[src/rtl/regfile_wb_ctrl.sv]
`default_nettype none
// ============================================================================
// regfile_wb_ctrl - register file write-port arbiter: pipeline vs. multi-cycle
// result FIFO, destination scoreboard and anti-starvation stall.   Rev 1.0
// ============================================================================
module regfile_wb_ctrl #(
  parameter int ADDRESS_WIDTH = 5,
  parameter int DATA_WIDTH    = 32,
  parameter int FIFO_DEPTH    = 2,
  parameter int STARVE_LIMIT  = 4
) (
  input  logic                     clk,
  input  logic                     rst_n,
  input  logic                     pipe_we,
  input  logic [ADDRESS_WIDTH-1:0] pipe_rd,
  input  logic [DATA_WIDTH-1:0]    pipe_wd,
  output logic                     pipe_stall,
  input  logic                     iss_valid,
  input  logic [ADDRESS_WIDTH-1:0] iss_rd,
  output logic                     iss_ready,
  input  logic                     mc_valid,
  input  logic [ADDRESS_WIDTH-1:0] mc_rd,
  input  logic [DATA_WIDTH-1:0]    mc_wd,
  output logic                     mc_ready,
  input  logic [ADDRESS_WIDTH-1:0] q_rs1,
  input  logic [ADDRESS_WIDTH-1:0] q_rs2,
  output logic                     busy1,
  output logic                     busy2,
  output logic                     WE3,
  output logic [ADDRESS_WIDTH-1:0] AD3,
  output logic [DATA_WIDTH-1:0]    WD3
);

  localparam int NREG = 1 << ADDRESS_WIDTH;
  localparam int PW   = (FIFO_DEPTH > 1) ? $clog2(FIFO_DEPTH) : 1;
  localparam int CW   = $clog2(FIFO_DEPTH + 1);
  localparam int SW   = $clog2(STARVE_LIMIT + 1);
  localparam int NW   = $clog2(NREG + 1);
  localparam logic [CW-1:0]            FULL_CNT   = CW'(FIFO_DEPTH);
  localparam logic [SW-1:0]            STARVE_MAX = SW'(STARVE_LIMIT);
  localparam logic [NW-1:0]            PEND_MAX   = NW'(FIFO_DEPTH + 2);
  localparam logic [ADDRESS_WIDTH-1:0] X0         = '0;

  logic [ADDRESS_WIDTH-1:0] fifo_rd_q [FIFO_DEPTH];
  logic [DATA_WIDTH-1:0]    fifo_wd_q [FIFO_DEPTH];

  logic [PW-1:0]            rd_ptr_q, rd_ptr_d;
  logic [PW-1:0]            wr_ptr_q, wr_ptr_d;
  logic [CW-1:0]            count_q, count_d;
  logic [NREG-1:0]          pending_q, pending_d;
  logic [SW-1:0]            starve_q, starve_d;
  logic                     pipe_stall_q, pipe_stall_d;
  logic                     we3_q, we3_d;
  logic [ADDRESS_WIDTH-1:0] ad3_q, ad3_d;
  logic [DATA_WIDTH-1:0]    wd3_q, wd3_d;
  logic                     from_fifo_q, from_fifo_d;

  logic                     fifo_empty, pipe_win, deq, enq, iss_fire;
  logic [ADDRESS_WIDTH-1:0] head_rd;
  logic [DATA_WIDTH-1:0]    head_wd;
  logic [NW-1:0]            pend_cnt;

  always_comb begin
    pend_cnt = '0;
    for (int i = 0; i < NREG; i++) begin
      pend_cnt = pend_cnt + NW'(pending_q[i]);
    end
  end

  assign mc_ready   = (count_q != FULL_CNT);
  assign iss_ready  = !pending_q[iss_rd] && (pend_cnt < PEND_MAX);
  assign pipe_stall = pipe_stall_q;
  assign WE3        = we3_q;
  assign AD3        = ad3_q;
  assign WD3        = wd3_q;

  // A FIFO write sitting on the port has already cleared its pending bit but
  // has not reached the register file yet, so it still counts as busy.
  assign busy1 = (q_rs1 != X0) &&
                 (pending_q[q_rs1] || (we3_q && from_fifo_q && (ad3_q == q_rs1)));
  assign busy2 = (q_rs2 != X0) &&
                 (pending_q[q_rs2] || (we3_q && from_fifo_q && (ad3_q == q_rs2)));

  always_comb begin
    fifo_empty = (count_q == '0);
    pipe_win   = pipe_we && (pipe_rd != X0) && !pipe_stall_q;
    deq        = !pipe_win && !fifo_empty;
    enq        = mc_valid && mc_ready;
    iss_fire   = iss_valid && iss_ready && (iss_rd != X0);
    head_rd    = fifo_rd_q[rd_ptr_q];
    head_wd    = fifo_wd_q[rd_ptr_q];

    rd_ptr_d = deq ? rd_ptr_q + 1'b1 : rd_ptr_q;
    wr_ptr_d = enq ? wr_ptr_q + 1'b1 : wr_ptr_q;
    count_d  = count_q + CW'(enq) - CW'(deq);

    we3_d       = 1'b0;
    ad3_d       = ad3_q;
    wd3_d       = wd3_q;
    from_fifo_d = 1'b0;
    if (pipe_win) begin
      we3_d = 1'b1;
      ad3_d = pipe_rd;
      wd3_d = pipe_wd;
    end else if (deq && (head_rd != X0)) begin
      we3_d       = 1'b1;
      ad3_d       = head_rd;
      wd3_d       = head_wd;
      from_fifo_d = 1'b1;
    end

    pending_d = pending_q;
    if (iss_fire) pending_d[iss_rd] = 1'b1;
    if (deq)      pending_d[head_rd] = 1'b0;
    pending_d[0] = 1'b0;

    starve_d     = (fifo_empty || deq) ? '0 : starve_q + 1'b1;
    pipe_stall_d = (starve_d == STARVE_MAX);
  end

  always_ff @(posedge clk) begin
    if (enq) begin
      fifo_rd_q[wr_ptr_q] <= mc_rd;
      fifo_wd_q[wr_ptr_q] <= mc_wd;
    end
  end

  always_ff @(posedge clk or negedge rst_n) begin
    if (!rst_n) begin
      rd_ptr_q     <= '0;
      wr_ptr_q     <= '0;
      count_q      <= '0;
      pending_q    <= '0;
      starve_q     <= '0;
      pipe_stall_q <= 1'b0;
      we3_q        <= 1'b0;
      ad3_q        <= '0;
      wd3_q        <= '0;
      from_fifo_q  <= 1'b0;
    end else begin
      rd_ptr_q     <= rd_ptr_d;
      wr_ptr_q     <= wr_ptr_d;
      count_q      <= count_d;
      pending_q    <= pending_d;
      starve_q     <= starve_d;
      pipe_stall_q <= pipe_stall_d;
      we3_q        <= we3_d;
      ad3_q        <= ad3_d;
      wd3_q        <= wd3_d;
      from_fifo_q  <= from_fifo_d;
    end
  end

endmodule
`default_nettype wire
[config.mk]
export PLATFORM = sky130hd
export DESIGN_NAME = regfile_wb_ctrl
export DESIGN_NICKNAME = d
export VERILOG_FILES = /design/src/rtl/regfile_wb_ctrl.sv
export SDC_FILE = /design/constraint.sdc
export NUM_CORES = 1
export LEC_CHECK = 0
export ABC_CLOCK_PERIOD_IN_PS = 5500
export BUFFER_PORTS_ARGS = -buffer_cell sky130_fd_sc_hd__buf_2
export CAP_MARGIN = 20
export CORE_ASPECT_RATIO = 1.75
export CORE_MARGIN = 5
export CORE_UTILIZATION = 50
export CTS_CLUSTER_SIZE = 30
export DETAILED_ROUTE_END_ITERATION = 8
export PLACE_DENSITY = 0.75
export SLEW_MARGIN = 20
export SYNTH_ARGS = -nofsm -noshare
export SYNTH_HDL_FRONTEND = slang
export SYNTH_SLANG_ARGS = --single-unit
[constraint.sdc]
create_clock -name clk -period 5.5 [get_ports clk]
set_input_delay 1.65 -clock clk [delete_from_list [all_inputs] [get_ports clk]]
set_output_delay 1.65 -clock clk [all_outputs]
set_load 0.005 [all_outputs]
==> results.sh, run 1 <==
export IMPL_clock_skew_ns=0.0118
export IMPL_wl_per_cell_um=19.9
export IMPL_period_minus_slack_ns=6.30
export IMPL_htreeDepth=4
export IMPL_setup_slack_ns=-0.795
export IMPL_grt_first_pass_wirelength_mm=32.1
export IMPL_boundaryPins=137
export IMPL_hold_path_class="reg2reg"
export IMPL_worstRegToRegCells=17
export IMPL_fp_dieH_um=178
export IMPL_synth_avg_cell_area_um2=12.0
export IMPL_grt_usage=0.221
export IMPL_num_rows=61
export IMPL_syn_nets=802
export IMPL_drt_pass1_iterations=5
export IMPL_numCtsBuffers=17
export IMPL_grt_pass1_vias=6241
export IMPL_rr_endpoint="pending_q[5]"
export IMPL_syn2layout_area_growth_pct=20.1
export IMPL_gr_total_overflow=0
export IMPL_grt_start_max_net_pins=79
export IMPL_drt_wl_total_mm=20.4
export IMPL_violations="setup timing"
export IMPL_r2r_slack_ns=0.63
export IMPL_fmax_mhz=159
export IMPL_final_fill_count=1306
export IMPL_ys_seq_elements=152
export IMPL_path_max_fanout=2
export IMPL_drt_iter0_markers=293
export IMPL_outcome="complete, but fails checks"
export IMPL_ir_worst_vdd_mv=1.10
export IMPL_maxCapViolations=0
export IMPL_clkTransAtPathRegs_ns=0.07
export IMPL_critical_path_class="reg2out"
export IMPL_drv_slew=0
export IMPL_yosysUniqueCellTypes=47
export IMPL_p_per_area_nw_per_um2=715
export IMPL_dp_cells=990
export IMPL_vias_per_cell=5.84
export IMPL_dieArea_um2=19000
export IMPL_start_kind="flop"
export IMPL_clkLatencyLatePin_ns=0.41
export IMPL_cp_slowest_cell="fa_1"
export IMPL_hpwl_mm=15.3
export IMPL_synth_top_flop_cell="dfrtp_1"
export IMPL_hold_viol=0
export IMPL_postSynthCellCount=676
export IMPL_layout_drive_gt1_share=0.333
export IMPL_crit_path_end_kind="output pin"
export IMPL_synth_area_um2=8110
export IMPL_gp_congestion=0.943
export IMPL_drcViolationCount=0
export IMPL_fin_util=0.611
export IMPL_nets=947
export IMPL_via_count=5982
export IMPL_ys_seq_area_frac=0.515
export IMPL_worst_pin_slew_ns=1.02
export IMPL_relSlewSlack=0.321
export IMPL_crit_required_ns=3.85
export IMPL_instances_no_fill=1024
export IMPL_hold_start="starve_q[0]"
export IMPL_io_buffers=136
export IMPL_initial_utilization=0.508
export IMPL_cpMostUsedCell="fa_1"
export IMPL_drtAntennaViolNets=0
export IMPL_synth_edf_count=74
export IMPL_worst_hold_path_endpoint="starve_q[0]"
export IMPL_arrival_ns=4.65
export IMPL_rsz0062_at_grt="yes"
export IMPL_place_area_um2=9080
export IMPL_rr_startpoint="pending_q[18]"
export IMPL_path_cells="fa_1, inv_2, fa_2, inv_1, fa_1, inv_1, fa_1, fa_1, fa_1, inv_1, ha_4, a21oi_4, nor2_2, nor3_2, buf_2"
export IMPL_hold_buffers=0
export IMPL_leakagePower_nw=4.06
export IMPL_antenna_found_initial=3
export IMPL_pre_cts_slack_ns=-0.455
export IMPL_fp_dieW_um=106
export IMPL_max_stage_delay_ns=0.55
export IMPL_fin_area_um2=9740
export IMPL_cts_sink_count=152
export IMPL_hold_depth=1
export IMPL_finalSetupViolations=1
export IMPL_cts_tree="built"
export IMPL_core_area_um2=16000
export IMPL_ys_async_sr_fraction=0.513
export IMPL_yosysWarningCount=0
export IMPL_cts_root_buf="clkbuf_16"
export IMPL_cts_buffer_depth=2
export IMPL_min_period_over_period=1.14
==> layer usage <==
layer  vias up  part of all wire  routed length (um)  track usage
li1       2770                 -                   -            -
met1      2913              0.35                7070        0.225
met2       230              0.55               11300        0.416
met3        65             0.053                1070       0.0427
met4         4             0.045                 922        0.123
met5         -           0.00093                  19            0
==> cells by family after synthesis <==
| logic type | count (synthesis) | share of synthesized area |
|---|---|---|
| flops | 152 | 0.515 |
| fa+ha+maj | 32 | 0.0688 |
| compound gates | 152 | 0.109 |
| simple gates | 133 | 0.0813 |
| xor+xnor | 13 | 0.0140 |
| buf+inv | 92 | 0.0488 |
| mux | 102 | 0.164 |
==> cell usage after synthesis (2+ instances only) <==
cell type   n  area share
a211oi_1    4      0.0037
a21oi_1     8      0.0049
a221oi_1    2      0.0022
and3b_1     2      0.0022
buf_1       2     0.00093
buf_2       8      0.0049
buf_6       5      0.0069
clkbuf_1   26       0.012
dfrtp_1    78        0.24
edfxtp_1   74        0.27
fa_1       21       0.052
ha_1       11       0.017
inv_1      50       0.023
mux2_2     36       0.050
mux2i_1    45       0.056
mux4_2     21       0.058
nand2_1    45       0.021
nand2b_1    6      0.0046
nand3_1     9      0.0056
nand4_1     2      0.0015
nor2_1     21      0.0097
nor2b_1     2      0.0015
nor3_1     24       0.015
nor3b_1     5      0.0046
nor4_1      2      0.0015
o2111ai_1  13       0.014
o211ai_1    7      0.0065
o21ai_0    73       0.045
o21ai_1    35       0.022
o22ai_1     3      0.0023
o31ai_1     3      0.0028
or3_1       4      0.0031
or3b_2      2      0.0022
or4_1       3      0.0028
xnor2_1    12       0.013
==> worst max-delay path: cells and delay by family, from the launching register on <==
family / cells / cell delay [ns]
adder cells (fa/ha/maj): 7 / 3.18
flip-flops: 1 / 0.40
buffers and inverters: 5 / 0.34
AND/OR/NAND/NOR: 2 / 0.21
AO/OA/AOI/OAI: 1 / 0.13
==> how the worst max path moves through the flow <==
| stage | end | from | slack (ns) |
|---|---|---|---|
| after floorplan | iss_ready | pending_q[18] | -0.19 |
| after global placement | iss_ready | pending_q[1] | -0.41 |
| after detailed placement | iss_ready | pending_q[1] | -0.46 |
| after CTS | iss_ready | pending_q[18] | -0.87 |
| after global routing | iss_ready | pending_q[18] | -0.95 |
| final | iss_ready | pending_q[18] | -0.80 |
==> stage by stage <==
| stage | setup TNS (ns) | total power, mW | hold WS [ns] |
|---|---|---|---|
| after global placement | -0.405 | 5.23 | 0.456 |
| final | -0.795 | 6.97 | 0.471 |
| after CTS | -0.874 | 6.56 | 0.465 |
| after global routing | -0.953 | 7.50 | 0.496 |
| after floorplan | -0.191 | 4.27 | 0.435 |
| after detailed placement | -0.455 | 5.40 | 0.456 |
==> layout by cell type, fill, tap and decap left out, drive strengths merged, types with 3 or more instances in the layout <==
master,n
or4,4
fa,21
mux2,36
a21oi,8
or3,4
mux2i,45
xnor2,12
nor2,21
o211ai,7
nor3,24
mux4,21
edfxtp,74
nand2b,6
nand2,45
clkinv,7
inv,58
nor3b,5
buf,167
o22ai,3
clkbuf,17
nand3,9
o21ai,108
o31ai,3
o2111ai,13
dfrtp,78
ha,11
a211oi,4
==> area by class of cell <==
cell class | instances | area, um^2 | area share
Sequential cell | 152 | 4180 | 0.428
Multi-Input combinational cell | 432 | 3620 | 0.371
Timing Repair Buffer | 167 | 932 | 0.0957
Clock buffer | 17 | 425 | 0.0437
Tap cell | 189 | 236 | 0.0243
Inverter | 51 | 194 | 0.0199
Clock inverter | 15 | 163 | 0.0167
Antenna cell | 1 | 2.50 | 0.000257
==> sequential cells by signal, indices dropped and copies added, names as in the netlist <==
signal and count:
AD3 5, WD3 32, WE3 1, count_q 2
fifo_rd_q 10, fifo_wd_q 64, from_fifo_q 1, pending_q 31
pipe_stall 1, rd_ptr_q 1, starve_q 3, wr_ptr_q 1
==> timing repair <==
action / 4_1_cts / 5_1_grt
pin swaps: 1 / 11
setup buffers: 0 / 0
gates resized for setup: 2 / 9
cloned: 0 / 0
setup endpoints to repair: 1 / 1
==> power breakdown <==
| group | switching, mW | total [mW] | internal [mW] | leakage (nW) |
|---|---|---|---|---|
| combinational | 2.29 | 4.08 | 1.79 | 2.10 |
| clock | 0.497 | 1.14 | 0.644 | 0.291 |
| sequential | 0.235 | 1.75 | 1.51 | 1.66 |
(Power assumes the default switching activity.)
==> inputs of run 2 (changes only) <==
CELL_PAD_IN_SITES_DETAIL_PLACEMENT = 1   (was not set)
CELL_PAD_IN_SITES_GLOBAL_PLACEMENT = 1   (was not set)
CORE_UTILIZATION = 41   (was 50)
HOLD_SLACK_MARGIN = 0.06   (was not set)
PLACE_DENSITY = not set   (was 0.75)
PLACE_DENSITY_LB_ADDON = 0.1   (was not set)
==> results.sh, run 2 (synthesis gave the netlist of run 1 again) <==
export IMPL_power_switching_mw=3.11
export IMPL_clockPowerShare=0.175
export IMPL_crit_required_ns=3.85
export IMPL_largest_reg_flops=64
export IMPL_p_int_mw=4.03
export IMPL_fp_dieH_um=196
export IMPL_cts_sink_count=152
export IMPL_arrival_ns=4.84
export IMPL_drv_slew=0
export IMPL_num_rows=68
export IMPL_grt_usage=0.217
export IMPL_hold_depth=1
export IMPL_top_register="fifo_wd_q"
export IMPL_final_cell_mix="135 x buf_2, 77 x dfrtp_1, 74 x edfxtp_1"
export IMPL_leakagePower_nw=4.10
export IMPL_start_kind="flop"
export IMPL_path_cells="fa_1, inv_1, fa_1, inv_1, fa_1, fa_2, fa_1, inv_1, fa_1, inv_1, ha_1, nor4_2, nand2_1, nor3_2, buf_2"
export IMPL_final_fill_count=2122
export IMPL_max_stage_delay_ns=0.54
export IMPL_nets=953
export IMPL_rsz0062_at_grt="yes"
export IMPL_boundaryPins=137
export IMPL_drcViolationCount=0
export IMPL_gr_total_overflow=0
export IMPL_cts_buffer_depth=2
export IMPL_via_count=5976
export IMPL_p_per_area_nw_per_um2=722
export IMPL_wl_per_cell_um=22.0
export IMPL_dieArea_um2=22800
export IMPL_drt_iter0_markers=236
export IMPL_ir_worst_vdd_mv=1.24
export IMPL_syn2layout_area_growth_pct=21.9
export IMPL_hold_buffers=0
export IMPL_outcome="complete, but fails checks"
export IMPL_layout_drive_gt1_share=0.337
export IMPL_cp_slowest_cell="fa_1"
export IMPL_relSlewSlack=0.312
export IMPL_worstRegToRegCells=18
export IMPL_timing_hold_ws_ns=0.489
export IMPL_initial_utilization=0.413
export IMPL_grt_start_max_net_pins=52
export IMPL_crit_buf_inv=5
export IMPL_drtAntennaViolNets=0
export IMPL_grt_pass1_vias=6703
export IMPL_layout_commonest_cell="buf_2"
export IMPL_antenna_found_initial=2
export IMPL_maxCapViolations=0
export IMPL_grt_first_pass_wirelength_mm=37.3
export IMPL_hold_path_class="reg2reg"
export IMPL_hold_viol=0
export IMPL_worst_hold_path_endpoint="starve_q[0]"
export IMPL_combPwrFrac=0.580
export IMPL_vias_per_cell=5.50
export IMPL_critical_path_class="reg2out"
export IMPL_rr_endpoint="pending_q[8]"
export IMPL_min_period_over_period=1.18
export IMPL_clock_skew_ns=0.0100
export IMPL_path_max_fanout=2
export IMPL_numCtsBuffers=17
export IMPL_finalSetupViolations=1
export IMPL_clkLatencyLatePin_ns=0.42
export IMPL_fin_area_um2=9890
export IMPL_worst_pin_slew_ns=1.03
export IMPL_place_area_um2=9210
export IMPL_gp_congestion=0.904
export IMPL_fmax_mhz=154
export IMPL_cts_tree="built"
export IMPL_cp_depth=15
export IMPL_cts_root_buf="clkbuf_16"
export IMPL_p_sw_frac=0.435
export IMPL_htreeDepth=4
export IMPL_io_buffers=136
export IMPL_cpMostUsedCell="fa_1"
export IMPL_drt_wl_total_mm=23.9
export IMPL_fp_dieW_um=116
export IMPL_hpwl_mm=18.2
export IMPL_hold_start="starve_q[0]"
export IMPL_period_minus_slack_ns=6.49
export IMPL_clkTransAtPathRegs_ns=0.06
export IMPL_core_area_um2=19700
export IMPL_rr_startpoint="pending_q[18]"
export IMPL_violations="setup timing"
export IMPL_cp_top_family="adder cells"
export IMPL_crit_path_end_kind="output pin"
export IMPL_setup_slack_ns=-0.993
export IMPL_r2r_slack_ns=0.27
export IMPL_sequentialPowerShare=0.245
export IMPL_drt_pass1_iterations=4
-- run 2: cell type report --
cell class                 count  area (um^2)  share of cell area
tap                          245          307              0.0310
clock inverter                14          198              0.0200
multi-input combinational    432         3590               0.363
sequential                   152         4180               0.422
inverter                      51          194              0.0196
clock buffer                  18          439              0.0444
timing repair buffer         173          981              0.0992
antenna                        2         5.00            0.000506
-- run 2: worst register-to-register path, cell delays in order (launching register included) --
cell and delay (ns):
dfrtp_1 0.41, fa_1 0.54, inv_1 0.05, fa_1 0.39
inv_1 0.08, fa_1 0.45, fa_2 0.36, fa_1 0.50
inv_1 0.05, fa_1 0.52, inv_1 0.04, ha_1 0.29
nor4_2 0.32, buf_4 0.19, o2111ai_1 0.19, buf_4 0.24
nor4_1 0.20, o21ai_0 0.14, o21ai_0 0.18
-- run 2: metal layers --
layer  vias to the layer above  global-route usage  share of wire
met5                         -                   0              0
met4                         0              0.0890          0.028
met3                        37              0.0404          0.036
met2                       136               0.414           0.59
met1                      3017               0.224           0.34
li1                       2786                   -              -
-- run 2: repair_timing --
action / CTS / global route
gates resized for setup: 3 / 4
pin swaps: 3 / 8
setup endpoints to repair: 1 / 1
buffers inserted: 0 / 2
-- run 2: power groups by stage --
stage	Sequential [mW]	Clock, mW	Combinational, mW
after CTS	1.76	1.28	4.12
after floorplan	1.67	0	2.60
after global placement	1.76	0	3.81
after detailed placement	1.78	0	4.03
final	1.75	1.25	4.14
after global routing	1.79	1.33	4.61
-- run 2: how the worst max path moves through the flow --
stage | startpoint | end | slack (ns)
4_1_cts | pending_q[18] | iss_ready | -0.97
5_1_grt | pending_q[18] | iss_ready | -1.20
2_1_floorplan | pending_q[18] | iss_ready | -0.19
3_5_place_dp | pending_q[1] | iss_ready | -0.52
6_report | pending_q[18] | iss_ready | -0.99
3_3_place_gp | pending_q[18] | iss_ready | -0.49
-- run 2: metrics by stage --
stage / power, mW / util / std cells / TNS (ns) / setup slack [ns]
after floorplan: 4.27 / - / 676 / -0.191 / -0.191
after global routing: 7.73 / 0.503 / 1087 / -1.20 / -1.20
after detailed placement: 5.81 / 0.469 / 1051 / -0.517 / -0.517
after CTS: 7.15 / 0.501 / 1083 / -0.970 / -0.970
after global placement: 5.57 / 0.467 / 1050 / -0.489 / -0.489
final: 7.14 / 0.503 / 1087 / -0.993 / -0.993
